`src/rtl/alu_shift_seq.sv`:
```
// rtl/alu_shift_seq.sv - iterative LLS/ASR shift unit with START/BUSY/DONE handshake
module alu_shift_seq #(
    parameter int STEP = 1
) (
    input  logic        CLK,
    input  logic        RST,
    input  logic        START,
    input  logic        OP,
    input  logic [31:0] A,
    input  logic [4:0]  SHAMT,
    output logic        BUSY,
    output logic        DONE,
    output logic [31:0] LLS,
    output logic [31:0] ASR
);

    localparam logic [5:0] STEP_W = 6'(STEP);

    typedef enum logic [1:0] {IDLE, SHIFT, FIN} state_t;

    state_t      state;
    logic [31:0] w;
    logic [4:0]  r;
    logic        op_q;

    logic [4:0]  s;
    logic [31:0] w_next;
    logic        last;

    // STEP=32 truncates to 0 in five bits, but r never reaches 32 so s=r then
    always_comb begin
        s      = ({1'b0, r} < STEP_W) ? r : STEP_W[4:0];
        w_next = op_q ? $unsigned($signed(w) >>> s) : (w << s);
        last   = ({1'b0, r} <= STEP_W);
    end

    always_ff @(posedge CLK) begin
        if (RST) begin
            state <= IDLE;
            BUSY  <= 1'b0;
            DONE  <= 1'b0;
            LLS   <= '0;
            ASR   <= '0;
            w     <= '0;
            r     <= '0;
            op_q  <= 1'b0;
        end else begin
            case (state)
                IDLE: begin
                    DONE <= 1'b0;
                    if (START) begin
                        w    <= A;
                        r    <= SHAMT;
                        op_q <= OP;
                        BUSY <= 1'b1;
                        if (SHAMT != 5'd0) begin
                            state <= SHIFT;
                        end else begin
                            // zero shift goes straight to FIN with the operand as result
                            state <= FIN;
                            DONE  <= 1'b1;
                            if (OP) ASR <= A;
                            else    LLS <= A;
                        end
                    end
                end
                SHIFT: begin
                    w <= w_next;
                    r <= r - s;
                    if (last) begin
                        state <= FIN;
                        DONE  <= 1'b1;
                        if (op_q) ASR <= w_next;
                        else      LLS <= w_next;
                    end
                end
                FIN: begin
                    DONE  <= 1'b0;
                    BUSY  <= 1'b0;
                    state <= IDLE;
                end
                default: begin
                    DONE  <= 1'b0;
                    BUSY  <= 1'b0;
                    state <= IDLE;
                end
            endcase
        end
    end

endmodule

```
`config.mk`:
```
export PLATFORM = sky130hd
export DESIGN_NAME = alu_shift_seq
export DESIGN_NICKNAME = d
export VERILOG_FILES = /design/src/rtl/alu_shift_seq.sv
export SDC_FILE = /design/constraint.sdc
export NUM_CORES = 1
export LEC_CHECK = 0
export ABC_AREA = 1
export CORE_UTILIZATION = 40
export CTS_BUF_LIST = sky130_fd_sc_hd__clkbuf_8
export DETAILED_ROUTE_END_ITERATION = 8
export DONT_BUFFER_PORTS = 1
export GPL_ROUTABILITY_DRIVEN = 0
export GPL_TIMING_DRIVEN = 1
export SETUP_SLACK_MARGIN = 0.4
export SLEW_MARGIN = 20
export SYNTH_ARGS = -nofsm -noshare
export SYNTH_HDL_FRONTEND = slang
export SYNTH_SLANG_ARGS = --single-unit
```
`constraint.sdc`:
```
create_clock -name CLK -period 2.4 [get_ports CLK]
set_input_delay 0.72 -clock CLK [delete_from_list [all_inputs] [get_ports CLK]]
set_output_delay 0.72 -clock CLK [all_outputs]
set_load 0.01 [all_outputs]
```
==> results of run 1 <==
## cells in the final DEF (no fill, tap or decap), drive strengths merged, types with 5 or more instances in the layout
cell type,Yosys,final
dfxtp,106,106
nor2,93,93
nand4,10,10
o211ai,9,9
o21ai,40,40
buf,36,24
or2,15,15
inv,131,132
a21oi,61,61
o21bai,5,5
nand2,288,288
clkbuf,16,11
nand3,66,66
## worst paths after layout
path	end	cells past startpoint
worst min register to register	r[4]	2
worst max register to register	LLS[4]	7
worst min-delay path	r[4]	1
worst max-delay path	LLS[4]	7
## power groups by stage
stage                     sequential [mW]  clock [mW]  combinational (mW)
after detailed placement             2.29           0                1.55
after global placement               2.29           0                1.55
after global routing                 2.28        1.38                1.82
final                                2.24        1.27                1.56
after CTS                            2.25        1.31                1.56
after floorplan                      2.23           0                1.23
## sequential cells by signal (all words and copies together) (netlist names)
name   flops
op_q       1
r          5
DONE       1
BUSY       1
ASR       32
LLS       32
state      2
w         32
## metal layers
layer  part of all wire  GRT usage  vias to the layer above
met5                  0          0                        -
met4              0.011     0.0514                        0
met3              0.070     0.0627                       12
met2               0.44      0.331                      114
met1               0.48      0.279                     2179
li1                   -          -                     2673
## layout make-up
class / count / area (sq um) / share of cell area
multi-input cells: 593 / 2630 / 0.446
flip-flops and latches: 106 / 2120 / 0.360
inverters: 131 / 492 / 0.0834
well taps: 176 / 220 / 0.0374
repair buffers: 24 / 209 / 0.0354
clock buffers: 11 / 151 / 0.0257
clock inverters: 4 / 73.8 / 0.0125
## worst max-delay path, stage by stage (launching register included)
cell and delay, ns:
dfxtp_1 0.34, nor2_2 0.19, nand3_2 0.28, buf_4 0.33, nand3_1 0.10, nand2_1 0.07, a21oi_1 0.25, a21oi_1 0.10
## cell families (layout without fill, tap and decap cells)
kind of cell	Yosys count	after routing	share of synthesized area
buf+inv	183	170	0.138
flops	106	106	0.386
fa+ha+maj	1	1	0.00228
simple gates	472	472	0.357
compound gates	120	120	0.117
==> flow_summary.yaml, run 1 <==
outcome:
  status: "finished, final reports clean"
cts:
  hold_buffers: 0
  tritoncts: "yes"
  clk_pin_slew_ns: 0.10
  numCtsBuffers: 9
  cts_resized: 0
  clkLatencyLatePin_ns: 0.39
  cts_setup_buffers: 0
  clk_path_buf_depth: 2
  h-tree-depth: 3
  root_buffer: "clkbuf_8"
  clkSinkCount: 106
floorplan:
  rows: 42
  start_util: 0.413
  io_pins: 107
  core-area_sq_um: 13300
  dieArea_sq_um: 14200
  die_w_microns: 119
  die_h_microns: 119
pwr:
  p_leak_nw: 2.99
  p_int_mw: 3.18
  p_switching_mw: 1.90
  pwr-share-clk: 0.250
  cellPowerDensity_nw_per_um2: 862
  switching_share: 0.375
  power_mw: 5.08
  ir_worst_vdd_mv: 0.276
  comb_power_share: 0.308
  pwr-share-seq: 0.442
logic_synthesis:
  synth.top_cell.area_share: 0.386
  synth-edff-count: 0
  avgSynthCellArea_sq_um: 6.23
  syn_nets: 924
  postSynth.asyncResetShare: 0
  ys_types: 24
  netlist_area_sq_um: 5500
  dominantRegCellSynth: "dfxtp_1"
  yosys-top-cells-count: "nand2_1 (284), inv_1 (124), dfxtp_1 (106), nor2_1 (86), nand3_1 (66)"
  synth_top_cells_by_area: "dfxtp_1 (39%), nand2_1 (19%), inv_1 (8.5%), nand3_1 (6.0%), nor2_1 (5.9%)"
  ys_seq_area_frac: 0.386
  synth_seq_cells: 106
  synth_largest_area_cell: "dfxtp_1"
  yosys_warnings: 0
  yosysMostFrequentCell: "nand2_1"
  syn_inst: 882
cells_and_area:
  fin_util: 0.443
  instances_no_fill: 1045
  area_growth_pct: 7.26
  diodes: 0
  fill_cells: 1415
  fin_nets: 907
  design_area_sq_um: 5890
  drive_gt1_frac: 0.0840
placement:
  place_area_sq_um: 5660
  pre_cts_ws_ns: 0.362
  portBuffers: 0
  hpwlAfterDp_mm: 9.86
  dp.cells: 1030
timing:
  setup_viol: 0
  timing.final.hold_violations: 0
  finalSetupTns_ns: 0
  layout_min_cycle_time_ns: 1.78
  finalClockSkew_ns: 0.0101
  finalCritPeriodShare: 0.741
  slew-limit-headroom: 0.709
  hold_ws_ns: 0.391
  tightest_slew_ns: 0.435
  rsz0062_at_grt: "no"
  slew_violations: 0
  timing.fmax_mhz: 563
  setup_slack_ns: 0.623
global_route:
  grt_util_all_layers: 0.210
  grt_pass1_wl_mm: 23.6
  grt_pass1_vias: 4553
  grt_max_degree: 42
  grt_overflow: 0
  antenna_found_initial: 0
critical_path:
  cp.required_ns: 2.67
  worst_r2r_startpoint: "r[4]"
  cp.arrival_ns: 2.05
  critPathCaptureType: "flop"
  start_kind: "flop"
  reg2reg_slack_ns: 0.62
  worstSetupPathType: "reg2reg"
  critPathMaxFanout: 28
  crit_start: "r[4]"
detailed_routing:
  wl_mm: 14.2
  drt_iter0_markers: 371
  viasPerCell: 4.76
  drt-wirelength-per-cell_microns: 13.6
  drcViolationCount: 0
  antenna_left: 0
  dr.pass1.iters: 5
  vias: 4978
worst_hold_path:
  worstHoldStart: "RST"
  hold_path_class: "in2reg"
run:
  max_cap_viol_count: 0
Note: power is estimated with default switching activity, not from simulation.
==> run 2, diff against run 1 <==
==> constraint.sdc (replaced) <==
create_clock -name CLK -period 1.55 [get_ports CLK]
set_input_delay 0.465 -clock CLK [delete_from_list [all_inputs] [get_ports CLK]]
set_output_delay 0.465 -clock CLK [all_outputs]
set_load 0.01 [all_outputs]
==> run 2 against run 1 <==
Non-clock buffer count is 33 higher. Largest power group unchanged. Critical path depth rose by 1. Critical path type unchanged. Sequential power is 58% higher. Setup slack lost 0.61 ns. Maximum frequency up 16%. First-iteration DRC count fell by 10%. Wire length increased by 9.9%. Clock skew rose by 0.00078 ns. Utilization increased by 7.9 points. Clock power is 28% higher. Count of clock-buffer cells in the layout is 1 lower. Via count up 7.0%.
==> flow_summary.yaml, run 2 (same netlist as run 1, synthesis figures left out) <==
outcome:
  status: "finished, final reports clean"
cts:
  h-tree-depth: 3
  clkLatencyLatePin_ns: 0.40
  root_buffer: "clkbuf_8"
  clkSinkCount: 106
  clk_path_buf_depth: 2
  clk_pin_slew_ns: 0.10
  hold_buffers: 0
  tritoncts: "yes"
  numCtsBuffers: 9
cells_and_area:
  area_growth_pct: 26.4
  layout_commonest_cell: "nand2_1"
  fin_util: 0.522
  instances_no_fill: 1080
  layout_common_cells: "nand2_1 (216), inv_1 (122), nor2_1 (78), nand3_1 (64), nand2_2 (54)"
  fill_cells: 1319
  top_regs: "ASR x32, LLS x32, w x32"
  drive_gt1_frac: 0.308
  fin_nets: 940
worst_hold_path:
  hold_path_class: "in2reg"
  hold_depth: 1
timing:
  layout_min_cycle_time_ns: 1.54
  slew_violations: 0
  finalSetupTns_ns: 0
  setup_viol: 0
  slew-limit-headroom: 0.736
  rsz0062_at_grt: "yes"
  finalClockSkew_ns: 0.0109
  tightest_slew_ns: 0.396
  finalCritPeriodShare: 0.991
  timing.fmax_mhz: 651
  timing.final.hold_violations: 0
detailed_routing:
  drcViolationCount: 0
  vias: 5327
  drt_iter0_markers: 333
  dr.pass1.iters: 5
  wl_mm: 15.6
  viasPerCell: 4.93
  drt-wirelength-per-cell_microns: 14.5
  antenna_left: 0
floorplan:
  start_util: 0.413
  dieArea_sq_um: 14200
  die_h_microns: 119
  die_w_microns: 119
  rows: 42
  io_pins: 107
  core-area_sq_um: 13300
placement:
  hpwlAfterDp_mm: 10.3
  dp.cells: 1045
  portBuffers: 0
pwr:
  ir_worst_vdd_mv: 0.690
  switching_share: 0.395
  power_mw: 8.49
  cellPowerDensity_nw_per_um2: 1220
  p_int_mw: 5.14
  p_switching_mw: 3.35
  pwr-share-seq: 0.418
  p_leak_nw: 3.34
  pwr-share-clk: 0.190
  comb_power_share: 0.392
critical_path:
  worstSetupPathType: "reg2reg"
  start_kind: "flop"
  critPathCaptureType: "flop"
  cp.required_ns: 1.87
  worstRegToRegCells: 8
  critPathMaxFanout: 8
  cp.arrival_ns: 1.86
run:
  max_cap_viol_count: 0
global_route:
  grt_max_degree: 61
  grt_pass1_wl_mm: 24.5
  grt_overflow: 0
  grt_pass1_vias: 4793
  antenna_found_initial: 1
  grt_util_all_layers: 0.218
==> run 2: what timing repair did <==
item,in CTS,in global routing
gates cloned,1,4
endpoints found under the setup margin,169,172
resized for setup,22,189
buffers inserted,3,10
pin swaps,3,22
==> run 2: layout make-up <==
| cell class | instances | area, sq um | share of cell area |
|---|---|---|---|
| multi-input combinational | 593 | 3100 | 0.446 |
| sequential | 106 | 2240 | 0.323 |
| timing repair buffer | 57 | 709 | 0.102 |
| inverter | 131 | 502 | 0.0722 |
| tap | 176 | 220 | 0.0317 |
| clock buffer | 10 | 138 | 0.0198 |
| clock inverter | 6 | 33.8 | 0.00486 |
| antenna | 1 | 2.50 | 0.000360 |
==> run 2: worst paths after layout <==
kind,from,end,slack [ns]
max,state[0],LLS[6],0.01
min,RST,DONE,0.12
max reg2reg,state[0],LLS[6],0.01
min reg2reg,r[4],r[4],0.51
==> run 2: routing by layer <==
metal / GRT usage / routed length, microns
met1: 0.294 / 7060
met2: 0.331 / 7140
met3: 0.0618 / 1180
met4: 0.0720 / 251
met5: 0 / 0
==> run 2: power by group through the flow <==
stage	Clock, mW	Combinational, mW	Sequential (mW)
finish	1.62	3.33	3.54
global route	1.77	3.74	3.60
CTS	1.65	2.91	3.51
detailed placement	0	2.78	3.57
global placement	0	2.77	3.56
floorplan	0	2.14	3.47
==> run 2: worst max-delay path, stage by stage (launching register included) <==
cell,delay [ns]
dfxtp_4,0.37
nor2_4,0.15
inv_2,0.08
o21ai_4,0.24
nand2_4,0.19
buf_12,0.20
nand2_2,0.05
nand2_1,0.04
a21oi_1,0.13
==> run 2: stage by stage <==
stage               setup slack [ns]  cell area, sq um  hold slack, ns
finish                        0.0134              6950           0.118
global route                 -0.0630              6950           0.104
CTS                           0.0346              6320           0.106
detailed placement           -0.0665              6030           0.495
global placement             -0.0244              6030           0.487
floorplan                      0.129              5750           0.489
